===== config.mk =====
export PLATFORM = sky130hd
export DESIGN_NAME = cpu_mc
export DESIGN_NICKNAME = d
export VERILOG_FILES = /design/src/rtl/cpu_mc.sv
export SDC_FILE = /design/constraint.sdc
export NUM_CORES = 1
export LEC_CHECK = 0
export BUFFER_PORTS_ARGS = -buffer_cell sky130_fd_sc_hd__buf_2
export CORE_ASPECT_RATIO = 1.4
export CORE_UTILIZATION = 60
export CTS_CLUSTER_DIAMETER = 40
export CTS_CLUSTER_SIZE = 25
export DETAILED_ROUTE_END_ITERATION = 10
export PLACE_DENSITY_LB_ADDON = 0.15
export RECOVER_POWER = 50
export SYNTH_ARGS = -nofsm -noshare
export SYNTH_HDL_FRONTEND = slang
export SYNTH_SLANG_ARGS = --single-unit

===== constraint.sdc =====
create_clock -name CLK -period 9.7 [get_ports CLK]
set_input_delay 0.485 -clock CLK [delete_from_list [all_inputs] [get_ports CLK]]
set_output_delay 0.485 -clock CLK [all_outputs]
set_load 0.02 [all_outputs]

===== src/rtl/cpu_mc.sv =====
// cpu_mc -- parametrised multicycle core.
//
// Fetches 16-bit instructions over a valid-qualified port and runs each one
// through a FETCH / EXEC / MEM / HALT state machine. It supports ALU ops,
// ADDI, loads, stores, BEQ, JMP and a halt that EN_L can resume.
//
// Ports
//   CLK, RESET      clock and synchronous active-high reset
//   EN_L            active-low resume strobe; a falling edge seen in HALT resumes
//   Iin, I_VALID    instruction at PC and its valid qualifier
//   Din, D_VALID    load data and its valid qualifier
//   PC, NextPC      current PC and the value it loads at the next edge
//   DataA, DataB    register-file read ports (SA, and SB or [11:9] for ST/BEQ)
//   DataC           register write data (Din for LD, otherwise DataD)
//   DataD           ALU result; the low AW bits are the LD/ST address
//   MW, MR          store strobe (EXEC of ST) and load request (every MEM cycle)
//   HALTED          high while in HALT
module cpu_mc #(
  parameter int DW = 8,
  parameter int AW = 8
) (
  input  logic          CLK,
  input  logic          RESET,
  input  logic          EN_L,
  input  logic [15:0]   Iin,
  input  logic          I_VALID,
  input  logic [DW-1:0] Din,
  input  logic          D_VALID,
  output logic [AW-1:0] PC,
  output logic [AW-1:0] NextPC,
  output logic [DW-1:0] DataA,
  output logic [DW-1:0] DataB,
  output logic [DW-1:0] DataC,
  output logic [DW-1:0] DataD,
  output logic          MW,
  output logic          MR,
  output logic          HALTED
);

  typedef enum logic [1:0] {
    S_FETCH,
    S_EXEC,
    S_MEM,
    S_HALT
  } state_e;

  localparam logic [3:0] OP_ALU  = 4'h0;
  localparam logic [3:0] OP_ADDI = 4'h1;
  localparam logic [3:0] OP_LD   = 4'h2;
  localparam logic [3:0] OP_ST   = 4'h3;
  localparam logic [3:0] OP_BEQ  = 4'h4;
  localparam logic [3:0] OP_JMP  = 4'h5;
  localparam logic [3:0] OP_HLT  = 4'h7;

  // State registers
  state_e        state_q, state_d;
  logic [AW-1:0] pc_q, pc_d;
  logic [15:0]   ir_q, ir_d;
  logic          en_prev_q, en_prev_d;
  logic          mw_q, mw_d;
  logic          mr_q, mr_d;
  logic          halted_q, halted_d;
  logic [DW-1:0] regs_q [8];

  // Register-file write request
  logic          rf_we;
  logic [2:0]    rf_waddr;
  logic [DW-1:0] rf_wdata;

  // Instruction fields
  logic [3:0]        op;
  logic [2:0]        dr, sa, sb_fld, fs, rb_sel;
  logic signed [5:0] imm_s;
  assign op     = ir_q[15:12];
  assign dr     = ir_q[11:9];
  assign sa     = ir_q[8:6];
  assign sb_fld = ir_q[5:3];
  assign fs     = ir_q[2:0];
  assign imm_s  = $signed(ir_q[5:0]);

  // ST sends R[[11:9]] out as store data, and BEQ compares it against R[SA].
  assign rb_sel = (op == OP_ST || op == OP_BEQ) ? dr : sb_fld;

  logic [DW-1:0] data_a, data_b, imm_dw, alu_res, data_d;
  logic [AW-1:0] pc_plus2, br_off, br_tgt, jmp_tgt;
  logic          resume_edge;

  assign data_a = regs_q[sa];
  assign data_b = regs_q[rb_sel];

  // Signed size casts sign-extend (or truncate) imm6 to the target width.
  assign imm_dw   = DW'(imm_s);
  assign br_off   = AW'(imm_s) << 1;
  assign pc_plus2 = pc_q + AW'(2);
  assign br_tgt   = pc_plus2 + br_off;
  // Unsigned cast: truncates when DW > AW, zero-extends when DW < AW.
  assign jmp_tgt  = AW'(data_a);

  // Resume is only counted while already in HALT; en_prev_q is held at 1
  // through reset so an EN_L that is low from power-up is not an edge.
  assign resume_edge = (state_q == S_HALT) && en_prev_q && !EN_L;

  always_comb begin
    // NOTE: every always_comb output gets a default first, so no path can
    // leave it unassigned and infer a latch.
    alu_res = '0;
    case (fs)
      3'b000:  alu_res = data_a + data_b;
      3'b001:  alu_res = data_a - data_b;
      3'b010:  alu_res = data_a & data_b;
      3'b011:  alu_res = data_a | data_b;
      3'b100:  alu_res = data_a ^ data_b;
      3'b101:  alu_res = data_a << 1;
      3'b110:  alu_res = data_a >> 1;
      default: alu_res = data_b;
    endcase
  end

  assign data_d = (op == OP_ALU) ? alu_res : (data_a + imm_dw);

  always_comb begin
    state_d   = state_q;
    pc_d      = pc_q;
    ir_d      = ir_q;
    en_prev_d = EN_L;
    rf_we     = 1'b0;
    rf_waddr  = dr;
    rf_wdata  = data_d;

    case (state_q)
      S_FETCH: begin
        if (I_VALID) begin
          ir_d    = Iin;
          state_d = S_EXEC;
        end
      end
      S_EXEC: begin
        state_d = S_FETCH;
        case (op)
          OP_ALU, OP_ADDI: begin
            rf_we = 1'b1;
            pc_d  = pc_plus2;
          end
          OP_LD:   state_d = S_MEM;
          OP_BEQ:  pc_d    = (data_a == data_b) ? br_tgt : pc_plus2;
          OP_JMP:  pc_d    = jmp_tgt;
          OP_HLT:  state_d = S_HALT;
          default: pc_d    = pc_plus2;  // ST and every unused opcode
        endcase
      end
      S_MEM: begin
        if (D_VALID) begin
          rf_we    = 1'b1;
          rf_wdata = Din;
          pc_d     = pc_plus2;
          state_d  = S_FETCH;
        end
      end
      default: begin  // S_HALT
        if (resume_edge) begin
          pc_d    = pc_plus2;
          state_d = S_FETCH;
        end
      end
    endcase

    // R0 is hard-wired to zero, so its writes are dropped here.
    if (rf_waddr == 3'd0) rf_we = 1'b0;

    // Strobes are registered from the upcoming state so they line up with it.
    mw_d     = (state_d == S_EXEC) && (ir_d[15:12] == OP_ST);
    mr_d     = (state_d == S_MEM);
    halted_d = (state_d == S_HALT);
  end

  // NOTE: sequential state uses non-blocking assignments only, so every flop
  // samples the pre-edge values regardless of statement order.
  always_ff @(posedge CLK) begin
    if (RESET) begin
      state_q   <= S_FETCH;
      pc_q      <= '0;
      ir_q      <= '0;
      en_prev_q <= 1'b1;
      mw_q      <= 1'b0;
      mr_q      <= 1'b0;
      halted_q  <= 1'b0;
      // NOTE: the register file is small and must read zero after reset, so
      // it is reset here; a large RAM would normally be left unreset.
      for (int i = 0; i < 8; i++) regs_q[i] <= '0;
    end else begin
      state_q   <= state_d;
      pc_q      <= pc_d;
      ir_q      <= ir_d;
      en_prev_q <= en_prev_d;
      mw_q      <= mw_d;
      mr_q      <= mr_d;
      halted_q  <= halted_d;
      if (rf_we) regs_q[rf_waddr] <= rf_wdata;
    end
  end

  assign PC     = pc_q;
  assign NextPC = pc_d;
  assign DataA  = data_a;
  assign DataB  = data_b;
  assign DataD  = data_d;
  assign DataC  = (op == OP_LD) ? Din : data_d;
  assign MW     = mw_q;
  assign MR     = mr_q;
  assign HALTED = halted_q;

endmodule

Word-level counts from Yosys, hierarchy flattened --
Memories as Yosys holds them, arrays and structs flattened. A register that Yosys moved wholly into a read port is not among the register bits. Cells that the tools add are included.
Word-level totals: register bits 30, memory bits (writable) 64, input bits 29, output and inout port bits 51, word-level logic and storage cells 82, memories kept 1
Memory list:
- regs_q | words 8, width 8, rd ports 2, clocked after Yosys merged registers in 1, wr ports 8, line 63 | logic [DW-1:0] regs_q [8];
Operators by class: $add $sub $neg 5, equality and inequality tests 20, muxes and demuxes 32, bitwise operators 3, reduce and logical (&&, ||, !) cells 13
Operator list (count):
- $mux W8 | 8
- $pmux W8 S7 | 1
- $pmux W8 S3 | 2
- $mux W16 | 2
- $add A8 B8 Y8 | 3
- $eq A4 B2 Y1 const B | 3
- $eq A4 B3 Y1 const B | 3
- $mux W3 | 4
- $eq A3 B3 Y1 const B | 3
- $mux W1 | 9
- $add A8 B2 Y8 const B | 1
- $and A8 B8 Y8 | 1
- $eq A2 B2 Y1 const B | 4
- $eq A8 B8 Y1 | 1
- $or A8 B8 Y8 | 1
- $reduce_or A8 Y1 | 1
- $sub A8 B8 Y8 | 1
- $xor A8 B8 Y8 | 1
- $eq A3 B2 Y1 const B | 2
- $logic_not A3 Y1 | 2
- $mux W2 | 3
- $pmux W2 S3 | 1
- $eq A2 B1 Y1 const B | 2
- $eq A4 B1 Y1 const B | 1
- 10 further kinds | 13

Longest topological paths before layout --
word-level depth 10, depth in mapped cells 20

Worst setup path before layout --
Ideal clock, no wire load.
path type register to output, start register ir_q[12], end output port DataC[3], arrival 4048 ps, slack 5167 ps, cell stages (with the launch flop) 18, buffers on the path 2, cell sequence dfxtp_1 or4b_1 buf_2 a21oi_4 nor2_4 buf_6 mux2i_1 mux2i_1 mux2_4 inv_1 ha_1 a211o_1 o211ai_1 xnor2_1 a221o_1 o31ai_1 nor2_1 mux2_2
Between the ends: word-level cells in the longest chain between the ends 8, elaborated cells between the ends (all ways) 15, classes of those cells add/sub: 2; eq/ne: 3; mux: 4; bitwise: 3; reduce/logical: 2; memory: 1
Ends and longest elaborated chain:
- start, declared | line 58 | logic [15:0] ir_q, ir_d;
- start signal, assigned | line 193 | ir_q <= ir_d;
- $eq A4 B2 Y1 or $eq A4 B3 Y1 (tied branches) | line 82 | assign rb_sel = (op == OP_ST || op == OP_BEQ) ? dr : sb_fld;
- $logic_or A1 B1 Y1 (*) | line 82
- $mux W3 (*) | line 82
- $mem_v2 Z8 W8 (*)
- named net DataB[1] | line 32 | output logic [DW-1:0] DataB,
- $sub A8 B8 Y8 or $add A8 B8 Y8 (tied branches) | line 109, 108
- $pmux W8 S7 (*) | line 107 | case (fs)
- $mux W8 (*) | line 119 | assign data_d = (op == OP_ALU) ? alu_res : (data_a + imm_dw);
- named net DataD[3] | line 34 | output logic [DW-1:0] DataD,
- $mux W8 (*) | line 207 | assign DataC = (op == OP_LD) ? Din : data_d;
- end, declared | line 33 | output logic [DW-1:0] DataC,
Mark *: on every way through the listed nets, which the timed path passes. The rest lies on a longest branch.

Worst setup path in the final report --
start register ir_q[13], end output port DataC[3]
Between the ends: word-level cells in the longest chain between the ends 8, elaborated cells between the ends (all ways) 15, classes of those cells add/sub: 2; eq/ne: 3; mux: 4; bitwise: 3; reduce/logical: 2; memory: 1
Ends and longest elaborated chain:
- $eq A4 B2 Y1 or $eq A4 B3 Y1 (tied branches) | line 82
- $logic_or A1 B1 Y1 | line 82
- $mux W3 | line 82
- $mem_v2 Z8 W8
- $sub A8 B8 Y8, or another cell as far along | line 109 | 3'b001: alu_res = data_a - data_b;
- $pmux W8 S7 | line 107
- $mux W8 | line 119
- $mux W8 (*) | line 207
Mark *: on every way between the ends. The rest lies on a longest branch, timed or not.

==> results.sh <==
export IMPL_result_of_the_run="complete, but fails checks"
export IMPL_failed_checks="capacitance limit, slew limit"
export IMPL_finalSetupViolCount=0
export IMPL_maxSlewHeadroom_pct=-38.11
export IMPL_routed_wire_length_per_instance_um=23.21
export IMPL_drt_antenna_violating_nets=0
export IMPL_drtIter0Drc=671
export IMPL_layout_drive_gt1_share_pct=14.67
export IMPL_synth_enable_flop_cells=64
export IMPL_start_util_pct=62.47
export IMPL_reg2reg_depth=16
export IMPL_async_flop_share_pct=0
export IMPL_postCtsHoldBufs=0
export IMPL_grt_antenna_before_repair=0
export IMPL_ys_dominant_reg_cell="sky130_fd_sc_hd__edfxtp_1"
export IMPL_crit_fanout=16
export IMPL_clock_insertion_delay_worst_skew_ns=0.36
export IMPL_clock_path_buffers=2
export IMPL_worst_endpoint_arrival_ns=5.41
export IMPL_hold_path_class="input port to register"
export IMPL_seq_area_frac_synth_pct=34.46
export IMPL_via_per_inst=6.864
export IMPL_postCtsSetupRepairBufs=0
export IMPL_total_wire_length_um=23980
export IMPL_placed_cells=1017
export IMPL_path_clk_slew_ns=0.08
export IMPL_worst_r2r_startpoint="ir_q[13]$_SDFF_PP0_"
export IMPL_global_route_overflow_total=0
export IMPL_groute_usage_overall_pct=38.38
export IMPL_grt_pass1_vias=6936
export IMPL_numClockSinks=97
export IMPL_postSynthCellCount=826
export IMPL_slew_viol_final=44
export IMPL_ys_top_cells_by_area="sky130_fd_sc_hd__edfxtp_1 (26%), sky130_fd_sc_hd__dfxtp_1 (8.8%), sky130_fd_sc_hd__ha_1 (7.0%)"
export IMPL_h_tree_levels=3
export IMPL_synth_yosys_warnings=0
export IMPL_grt_first_pass_wirelength_um=36730
export IMPL_placementRows=47
export IMPL_maxCapViolCount=1
export IMPL_cellLeakagePower_uw=0.003238
export IMPL_timing_fmax_ghz=0.1697
export IMPL_power_density_mw_per_mm2=183.5
export IMPL_detailroute_via_count=7091
export IMPL_power_ir_vdd_worst_mv=0.1599
export IMPL_area_growth_pct=9.850
export IMPL_maximum_number_of_pins_on_one_net_before_global_route_repair=44
export IMPL_critical_path_class="register to primary output"
export IMPL_detailed_place_hpwl_um=18220
export IMPL_yosys_top_cells_count="sky130_fd_sc_hd__nor2_1 (81), sky130_fd_sc_hd__nand2_1 (78), sky130_fd_sc_hd__edfxtp_1 (64), sky130_fd_sc_hd__a21oi_1 (60), sky130_fd_sc_hd__ha_1 (42)"
export IMPL_detailedRoute_firstPassIterationCount=5
export IMPL_placement_io_buffers=79
export IMPL_synthDominantCellAreaShare_pct=25.64
export IMPL_drc=0
export IMPL_crit_path_time_final_ns=5.893
export IMPL_stdcell_count=1033
export IMPL_setup_worst_path_start_class="register"
export IMPL_tritoncts_num_buffers=9
export IMPL_place_gp_congestion=1.013
export IMPL_antenna_cells=0
export IMPL_setup_reg_to_reg_worst_slack_ns=4.34
export IMPL_netlist_top_cell_by_area="sky130_fd_sc_hd__edfxtp_1"
export IMPL_cts_root_buf="sky130_fd_sc_hd__clkbuf_16"
export IMPL_endpoint_kind="primary output"
export IMPL_cts_repair_resize_count=0
export IMPL_grt_setup_unrepaired="no"
export IMPL_worst_setup_path_endpoint="DataC[3]"
export IMPL_die_height_um=134.2
export IMPL_synth_most_common_cell="sky130_fd_sc_hd__nor2_1"
export IMPL_globalRoute_busiestLayer="met2"
export IMPL_global_route_usage_met2_pct=64.79
export IMPL_chipWidth_um=96.46
export IMPL_gr_usage_met3_pct=7.370
export IMPL_post_route_period_util_pct=60.75
export IMPL_synth_cell_types=82
export IMPL_pin_count=80
export IMPL_layout_nets=956
export IMPL_final_hold_viol_count=0
export IMPL_coreArea_sq_mm=0.01200
export IMPL_tritoncts="done"
export IMPL_syn_avg_cell_area_sq_um=9.073
export IMPL_global_route_usage_met1_pct=44.08
export IMPL_ys_ff_latch=97
export IMPL_post_route_util_pct=68.63
export IMPL_slew_at_the_pin_closest_to_its_max_slew_limit_ns=2.072
export IMPL_timing_critical_path_from="ir_q[13]$_SDFF_PP0_"
export IMPL_regToRegEndpoint="regs_q[3][3]$_SDFFCE_PN0P_"
export IMPL_crit_path_required_time_ns=9.22
export IMPL_die_area_sq_mm=0.01295
export IMPL_synth_cell_area_sq_mm=0.007495
export IMPL_finalClockSkew_ns=0.01034
export IMPL_finalSetupTns_ns=0
export IMPL_report_power_total_uw=1511
kinds of logic after synthesis:
logic type | after synthesis | synth area share, %
xor+xnor | 22 | 2.571
buf+inv | 89 | 4.741
other cells | 1 | 0.05004
mux | 57 | 10.62
fa+ha+maj | 46 | 8.080
flops | 97 | 34.46
simple gates | 284 | 18.56
compound gates | 230 | 20.92
metrics by stage:
stage,hold WS [ns],instance area (sq um),setup slack [ns]
6_report,0.3369,8233,3.807
5_1_grt,0.3326,8233,3.543
4_1_cts,0.3317,8254,3.922
3_5_place_dp,0.4601,7951,4.320
3_3_place_gp,0.4473,7951,4.433
2_1_floorplan,0.4359,7521,5.167
layout make-up:
| class | instances | area (sq um) |
|---|---|---|
| clock inverters | 7 | 77.57 |
| flip-flops and latches | 97 | 2582 |
| inverters | 42 | 157.7 |
| fillers | 964 | 3764 |
| multi-input cells | 647 | 4594 |
| repair buffers | 84 | 411.6 |
| clock buffers | 9 | 225.2 |
| well taps | 147 | 183.9 |
report_power, final:
part	total [uW]	leakage, uW	internal [uW]	switching, uW
registers	481	0.000925	457	23.3
clock network	366	0.000144	182	183
logic	665	0.00217	229	436
routing by layer:
layer	share of wire, %	vias up
li1	-	3160
met1	36	3415
met2	49	419
met3	8.3	97
met4	6.5	0
met5	0	-
critical path, stage by stage, from the launching register on:
cell                       delay [ns]
sky130_fd_sc_hd__dfxtp_1         0.81
sky130_fd_sc_hd__or4b_1          0.42
sky130_fd_sc_hd__a21oi_4         0.15
sky130_fd_sc_hd__nor2_4          0.49
sky130_fd_sc_hd__mux2i_1         0.29
sky130_fd_sc_hd__mux2i_1         0.10
sky130_fd_sc_hd__mux2_4          0.33
sky130_fd_sc_hd__inv_1           0.16
sky130_fd_sc_hd__ha_1            0.31
sky130_fd_sc_hd__a211o_1         0.31
sky130_fd_sc_hd__o211ai_1        0.11
sky130_fd_sc_hd__xnor2_1         0.10
sky130_fd_sc_hd__a221o_1         0.36
sky130_fd_sc_hd__o31ai_1         0.52
sky130_fd_sc_hd__nor2_1          0.13
sky130_fd_sc_hd__mux2_2          0.28
sky130_fd_sc_hd__buf_2           0.16
sequential cells by signal, indices dropped and copies added (netlist names), named ones only:
signal,count
en_prev_q,1
MW,1
PC,8
ir_q,16
state_q,2
MR,1
HALTED,1
regs_q,64
worst min-delay path by stage:
stage	startpoint	slack, ns	cells after the start	end
3_5_place_dp	ir_q[7]$_SDFFE_PP0P_	0.46	2	ir_q[7]$_SDFFE_PP0P_
4_1_cts	EN_L	0.33	2	en_prev_q$_SDFF_PP1_
5_1_grt	EN_L	0.33	2	en_prev_q$_SDFF_PP1_
2_1_floorplan	ir_q[6]$_SDFFE_PP0P_	0.44	2	register
6_report	EN_L	0.34	2	en_prev_q$_SDFF_PP1_
3_3_place_gp	ir_q[7]$_SDFFE_PP0P_	0.45	2	ir_q[7]$_SDFFE_PP0P_
layout by cell type (no fill, tap or decap), types with 9 or more instances in the layout:
cell / Yosys / layout
sky130_fd_sc_hd__nor3_1: 19 / 18
sky130_fd_sc_hd__nand2_1: 78 / 78
sky130_fd_sc_hd__xor2_1: 9 / 9
sky130_fd_sc_hd__ha_1: 42 / 42
sky130_fd_sc_hd__inv_1: 40 / 40
sky130_fd_sc_hd__a21o_1: 12 / 12
sky130_fd_sc_hd__nand3_1: 23 / 23
sky130_fd_sc_hd__nor2b_1: 22 / 22
sky130_fd_sc_hd__nor2_1: 81 / 81
sky130_fd_sc_hd__xnor2_1: 13 / 13
sky130_fd_sc_hd__clkbuf_1: 32 / 15
sky130_fd_sc_hd__mux4_2: 16 / 16
sky130_fd_sc_hd__o211ai_1: 9 / 9
sky130_fd_sc_hd__a221oi_1: 9 / 9
sky130_fd_sc_hd__o21ai_0: 41 / 41
sky130_fd_sc_hd__mux2i_1: 32 / 32
sky130_fd_sc_hd__buf_2: 8 / 65
sky130_fd_sc_hd__a22oi_1: 9 / 9
sky130_fd_sc_hd__a32oi_1: 11 / 11
sky130_fd_sc_hd__clkbuf_16: 0 / 9
sky130_fd_sc_hd__dfxtp_1: 33 / 33
sky130_fd_sc_hd__a21oi_1: 60 / 60
sky130_fd_sc_hd__edfxtp_1: 64 / 64
sky130_fd_sc_hd__nand2b_1: 11 / 11
Power figures use the tool's default switching activity.
